### src/rtl/dual_issue_scheduler.sv
// dual_issue_scheduler
//   Sits between fetch and execute. Each cycle it decides whether the
//   fetched instruction pair can issue together. A dependent pair, or a pair
//   containing a branch, is split across two cycles and fetch is held off.
//   A taken branch flushes in-flight work and discards FLUSH_CYCLES valid
//   fetch pairs.
//
// Ports
//   clk, reset                  clock, synchronous active-high reset
//   fetch_instr1/2, fetch_valid older/younger fetched instruction, pair valid
//   exec_ready                  execute stage accepts an issue this cycle
//   branch_taken                taken branch resolved in execute
//   issue1/2_valid, _instr      registered issue slots
//   fetch_stall                 combinational: fetch holds its pair
//   fetch_single                registered single-fetch request
//   busy                        scheduler is not in RUN
//
// Optional build macro DUAL_ISSUE_PERF_EN adds saturating 16-bit counters
//   perf_dual, perf_split and perf_flush as extra output ports.

module dual_issue_scheduler #(
   parameter int unsigned INSTR_W      = 16,
   parameter int unsigned WR_OP_MAX    = 9,
   parameter logic [3:0]  BR_OP_A      = 4'hC,
   parameter logic [3:0]  BR_OP_B      = 4'hD,
   parameter int unsigned FLUSH_CYCLES = 1
) (
   input  logic               clk,
   input  logic               reset,
   input  logic [INSTR_W-1:0] fetch_instr1,
   input  logic [INSTR_W-1:0] fetch_instr2,
   input  logic               fetch_valid,
   input  logic               exec_ready,
   input  logic               branch_taken,
   output logic               issue1_valid,
   output logic [INSTR_W-1:0] issue1_instr,
   output logic               issue2_valid,
   output logic [INSTR_W-1:0] issue2_instr,
   output logic               fetch_stall,
   output logic               fetch_single,
   output logic               busy
`ifdef DUAL_ISSUE_PERF_EN
   ,
   output logic [15:0]        perf_dual,
   output logic [15:0]        perf_split,
   output logic [15:0]        perf_flush
`endif
);

   typedef enum logic [1:0] {RUN, HOLD, FLUSH} state_t;

   localparam logic [3:0] WR_MAX     = 4'(WR_OP_MAX);
   localparam logic [1:0] FLUSH_LOAD = 2'(FLUSH_CYCLES);

   state_t             state_q, state_d;
   logic [INSTR_W-1:0] hold_q, hold_d;
   logic [1:0]         cnt_q, cnt_d;
   logic               v1_d, v2_d, single_d;
   logic [INSTR_W-1:0] i1_d, i2_d;

   // Instruction field decode
   logic [3:0] op1, op2, rd1, rd2, rs1_2, rs2_2;
   logic       nop1, nop2, wr1, wr2, br1, br2, hazard, split;

   assign op1   = fetch_instr1[15:12];
   assign rd1   = fetch_instr1[11:8];
   assign op2   = fetch_instr2[15:12];
   assign rd2   = fetch_instr2[11:8];
   assign rs1_2 = fetch_instr2[7:4];
   assign rs2_2 = fetch_instr2[3:0];

   assign nop1 = (op1 == 4'd0);
   assign nop2 = (op2 == 4'd0);
   assign wr1  = (op1 >= 4'd1) && (op1 <= WR_MAX);
   assign wr2  = (op2 >= 4'd1) && (op2 <= WR_MAX);
   assign br1  = (op1 == BR_OP_A) || (op1 == BR_OP_B);
   assign br2  = (op2 == BR_OP_A) || (op2 == BR_OP_B);

   assign hazard = wr1 && (rd1 != 4'd0) &&
                   ((rd1 == rs1_2) || (rd1 == rs2_2) || (wr2 && (rd1 == rd2)));
   assign split  = hazard || br1 || br2;

   assign busy        = (state_q != RUN);
   assign fetch_stall = !exec_ready || (state_q == HOLD) || (state_q == FLUSH);

   always_ff @(posedge clk) begin
      if (reset) begin
         state_q      <= RUN;
         hold_q       <= '0;
         cnt_q        <= '0;
         issue1_valid <= 1'b0;
         issue1_instr <= '0;
         issue2_valid <= 1'b0;
         issue2_instr <= '0;
         fetch_single <= 1'b0;
      end else begin
         state_q      <= state_d;
         hold_q       <= hold_d;
         cnt_q        <= cnt_d;
         issue1_valid <= v1_d;
         issue1_instr <= i1_d;
         issue2_valid <= v2_d;
         issue2_instr <= i2_d;
         fetch_single <= single_d;
      end
   end

   always_comb begin
      state_d  = state_q;
      hold_d   = hold_q;
      cnt_d    = cnt_q;
      v1_d     = 1'b0;
      i1_d     = '0;
      v2_d     = 1'b0;
      i2_d     = '0;
      single_d = fetch_single;

      if (branch_taken) begin
         // Overrides any split decided this cycle, so nothing is held.
         state_d = FLUSH;
         cnt_d   = FLUSH_LOAD;
         hold_d  = '0;
      end else begin
         case (state_q)
            RUN: begin
               if (fetch_valid && exec_ready) begin
                  single_d = split;
                  if (split) begin
                     v1_d    = 1'b1;
                     i1_d    = fetch_instr1;
                     hold_d  = fetch_instr2;
                     state_d = HOLD;
                  end else if (!nop1) begin
                     v1_d = 1'b1;
                     i1_d = fetch_instr1;
                     v2_d = !nop2;
                     i2_d = nop2 ? '0 : fetch_instr2;
                  end else if (!nop2) begin
                     // NOP in the older slot: the younger one moves up.
                     v1_d = 1'b1;
                     i1_d = fetch_instr2;
                  end
               end
            end
            HOLD: begin
               if (exec_ready) begin
                  v1_d    = 1'b1;
                  i1_d    = hold_q;
                  state_d = RUN;
               end
            end
            FLUSH: begin
               if (fetch_valid) begin
                  if (cnt_q <= 2'd1) begin
                     cnt_d   = '0;
                     state_d = RUN;
                  end else begin
                     cnt_d = cnt_q - 2'd1;
                  end
               end
            end
            default: state_d = RUN;
         endcase
      end
   end

`ifdef DUAL_ISSUE_PERF_EN
   always_ff @(posedge clk) begin
      if (reset) begin
         perf_dual  <= '0;
         perf_split <= '0;
         perf_flush <= '0;
      end else begin
         if (v1_d && v2_d && (perf_dual != '1))
            perf_dual <= perf_dual + 16'd1;
         if ((state_q == RUN) && (state_d == HOLD) && (perf_split != '1))
            perf_split <= perf_split + 16'd1;
         if (branch_taken && (perf_flush != '1))
            perf_flush <= perf_flush + 16'd1;
      end
   end
`endif

endmodule

### config.mk
export PLATFORM = sky130hd
export DESIGN_NAME = dual_issue_scheduler
export DESIGN_NICKNAME = d
export VERILOG_FILES = /design/src/rtl/dual_issue_scheduler.sv
export SDC_FILE = /design/constraint.sdc
export NUM_CORES = 1
export LEC_CHECK = 0
export ABC_AREA = 1
export ABC_CLOCK_PERIOD_IN_PS = 1800
export BUFFER_PORTS_ARGS = -buffer_cell sky130_fd_sc_hd__clkbuf_2
export CORE_MARGIN = 1.5
export CORE_UTILIZATION = 44
export DETAILED_ROUTE_END_ITERATION = 10
export PLACE_DENSITY = 0.68
export SYNTH_ARGS = -nofsm -noshare
export SYNTH_HDL_FRONTEND = slang
export SYNTH_SLANG_ARGS = --single-unit
### constraint.sdc
create_clock -name clk -period 1.8 [get_ports clk]
set_input_delay 0 -clock clk [delete_from_list [all_inputs] [get_ports clk]]
set_output_delay 0 -clock clk [all_outputs]
set_load 0.01 [all_outputs]
==> summary.txt <==
Clock network
  • CTS max path bufs: 2
  • CTS clk-pin slew, worst paths: 0.10 ns
  • Clock latency at the later pin of the worst-skew pair: 0.32 ns
  • Root Buffer: clkbuf_8
  • CTS sink cnt: 55
  • Htree depth: 2
  • Num CTS Buffers: 5
  • CTS tree: built

STA
  • Final hold vios: 1
  • Final setup violation count: 0
  • Tmin final: 1.65 ns
  • FMAX: 606 MHz
  • Least-Margin Pin Slew: 0.465 ns
  • Tcrit/Tclk final: 0.917
  • Setup_tns: 0 ns
  • Unrepaired setup endpoints after global routing: false
  • Worst hold margin: -0.00109 ns
  • Final slew viol count: 0
  • Max-slew headroom: 0.689
  • Clk_skew: 0.00915 ns
  • Final WS setup: 0.149 ns

Worst setup path
  • Crit path required time: 2.02 ns
  • CP top delay family: simple AND/OR/NAND/NOR gates
  • Most frequent CP cell: nand2_8
  • Crit. End Element: register
  • Slowest-stage cell, CP: dlygate4sd3_1
  • Cell Chain, Critical Path: dlygate4sd3_1 > clkbuf_2 > nor2_2 > nand2_2 > nand2_1 > inv_1 > nand3_1 > nand3_2 > nand2_8 > nand2_8 > nand2_8 > inv_4 > nor2_1 > nor2_1
  • Critical Path Start Type: primary input
  • RR Startpoint: state_q[1]$_SDFFE_PP0P_
  • Crit path buf inv count: 4
  • Crit-path max cell delay: 0.56 ns
  • Worst Path Arrival: 1.87 ns
  • R2R setup slack: 0.27 ns
  • Crit path max fanout: 18
  • Number of cells on the worst reg-to-reg path: 7
  • Crit Reg-Reg Endpoint: cnt_q[0]$_SDFFE_PP0P_
  • WS Path Type: primary input to register

Power
  • Leakage: 1.57 nW
  • Pwr/cell area: 718 nW/um^2
  • Peak supply drop: 0.427 mV
  • Sequential Power Share: 0.542
  • Clock group share of total power: 0.292
  • Combinational share of power: 0.165
  • Cell internal pwr: 1.66 mW
  • Design Power: 2.30 mW
  • Sw Pwr: 0.638 mW
  • Sw frac: 0.278

Synth
  • Post-synthesis xor/xnor area fraction: 0.0181
  • Mean Syn Cell Area: 7.02 um^2
  • Post-synth cell types: 27
  • Multiplexer share of the synthesized area: 0
  • Synth Area in Adders: 0
  • Compound-Gate Fraction of Synth Area: 0.104
  • Synth Register Bits: 55
  • Main combinational cell family by area after synthesis: simple AND/OR/NAND/NOR gates
  • Netlist Area Pre-Place: 2420 um^2
  • Register area share after synthesis: 0.456
  • Synth Area in Simple Gates: 0.330
  • Yosys warns: 0
  • Synth Net Count: 381
  • Syn Inst Count: 344

Floorplan
  • Die footprint: 5940 um^2
  • Site row count: 26
  • I/O pins: 74
  • Starting Density: 0.464
  • Die Ht: 77.1 um
  • Core Region: 5200 um^2
  • Die W: 77.1 um

Worst hold path
  • Hold WC Path Type: primary input to register
  • Worst Hold End: issue1_instr[3]$_SDFF_PP0_
  • HP Start: fetch_instr1[3]
  • Hold depth: 5

Place
  • GP Congestion: 0.877
  • PortBufs: 73
  • DP HPWL: 4570 um
  • Dpl cells: 483
  • DP Worst Slack: 0.264 ns
  • Placed inst area: 2860 um^2

Global routing
  • Vias in the first global route: 2,236
  • GRT Util Overall: 0.223
  • Initial antenna violation count: 0
  • Largest net degree at the start of global routing: 19
  • Grt total ovfl: 0
  • First-pass GRT wire length: 10,600 um

Layout
  • N_diodes: 0
  • Most frequent cells in the layout: nand2_1, clkbuf_2, nor2_1
  • Final-layout fill cell count: 506
  • Leading cell type in the layout, fill and taps excluded: nand2_1
  • Area delta synth->final: 32.5%
  • Final nets: 481
  • Final design utilization: 0.615
  • Share of cells above drive strength 1: 0.252
  • Non-filler instance count after layout: 515
  • Post-route cell area: 3200 um^2

Job
  • Max cap viols: 0

Detailed routing
  • WL/cell: 12.5 um
  • Vias per cell: 4.80
  • 1st-iter DRT viols: 207
  • DRT Pass-1 Iters: 4
  • # DRC: 0
  • Total wire length: 6450 um
  • ANT nets after route: 0
  • Total number of vias: 2,470

Run status
  • Status: finished, violations left
  • Failing checks: hold timing
[power by group through the flow]
stage / combinational, mW / sequential (mW) / clock, mW
6_report: 0.380 / 1.25 / 0.672
3_5_place_dp: 0.320 / 1.27 / 0
2_1_floorplan: 0.188 / 1.28 / 0
5_1_grt: 0.423 / 1.25 / 0.740
4_1_cts: 0.354 / 1.25 / 0.690
3_3_place_gp: 0.319 / 1.27 / 0
[area by class of cell]
cell class	count	area, um^2	area share
timing repair buffer	105	653	0.204
clock buffer	5	68.8	0.0215
tap	70	87.6	0.0274
clock inverter	3	15.0	0.00469
multi-input combinational	236	1120	0.350
inverter	41	156	0.0488
sequential	55	1100	0.344
[synthesized netlist by cell type]
cell type | n | area, um^2
a21oi_1 | 19 | 95.1
a22oi_1 | 1 | 7.51
a31oi_1 | 1 | 6.26
buf_2 | 2 | 10.0
buf_4 | 1 | 7.51
buf_6 | 2 | 22.5
clkbuf_1 | 7 | 26.3
clkinv_1 | 2 | 7.51
dfxtp_1 | 55 | 1100
inv_1 | 30 | 113
inv_2 | 8 | 30.0
inv_4 | 1 | 6.26
nand2_1 | 77 | 289
nand2_2 | 2 | 12.5
nand2_4 | 2 | 22.5
nand2_8 | 1 | 20.0
nand3_1 | 19 | 95.1
nand3_2 | 2 | 20.0
nand4_1 | 12 | 75.1
nor2_1 | 67 | 251
nor2_2 | 1 | 6.26
nor3_1 | 1 | 5.00
o21ai_0 | 12 | 60.1
o21ai_1 | 9 | 45.0
o21bai_1 | 3 | 22.5
o31ai_1 | 2 | 15.0
xor2_1 | 5 | 43.8
[state kept, by name (all words and copies together), names as in the netlist]
signal,flops
issue1_valid,1
hold_q,16
issue2_valid,1
cnt_q,2
issue2_instr,16
fetch_single,1
state_q,2
issue1_instr,16
[repair_timing]
item	4_1_cts	5_1_grt
buffers inserted	0	5
setup endpoints to repair	0	28
gates resized for setup	0	4
hold buffers	19	0
endpoints found under the hold margin	29	0
[tightest hold or removal path, cell delays in order]
cell and delay [ns]:
clkbuf_2 0.08, inv_1 0.04, nand2_1 0.04, nand3_1 0.05, a21oi_1 0.05
[kinds of logic (layout without fill, tap and decap cells)]
kind of cell / count (synthesis) / after routing
compound gates: 47 / 47
simple gates: 184 / 184
flops: 55 / 55
xor+xnor: 5 / 5
buf+inv: 53 / 154
[worst max-delay path by stage]
stage / from / end / slack, ns / depth (start not counted)
5_1_grt: fetch_instr2[5] / hold_q[10]$_SDFFE_PP0P_ / 0.04 / 14
4_1_cts: fetch_instr2[12] / hold_q[9]$_SDFFE_PP0P_ / 0.05 / 14
3_5_place_dp: fetch_instr2[12] / hold_q[10]$_SDFFE_PP0P_ / 0.26 / 13
3_3_place_gp: fetch_instr1[13] / hold_q[13]$_SDFFE_PP0P_ / 0.29 / 9
2_1_floorplan: state_q[0]$_SDFFE_PP0P_ / issue2_instr[10]$_SDFF_PP0_ / 0.50 / 8
6_report: fetch_instr2[14] / hold_q[10]$_SDFFE_PP0P_ / 0.15 / 14
[per-layer routing]
layer | share of wire | GRT usage
met2 | 0.43 | 0.326
met3 | 0.073 | 0.0464
met1 | 0.48 | 0.324
met4 | 0.016 | 0.0764
met5 | 0 | 0
No activity file was read; power rests on OpenSTA's default activity.
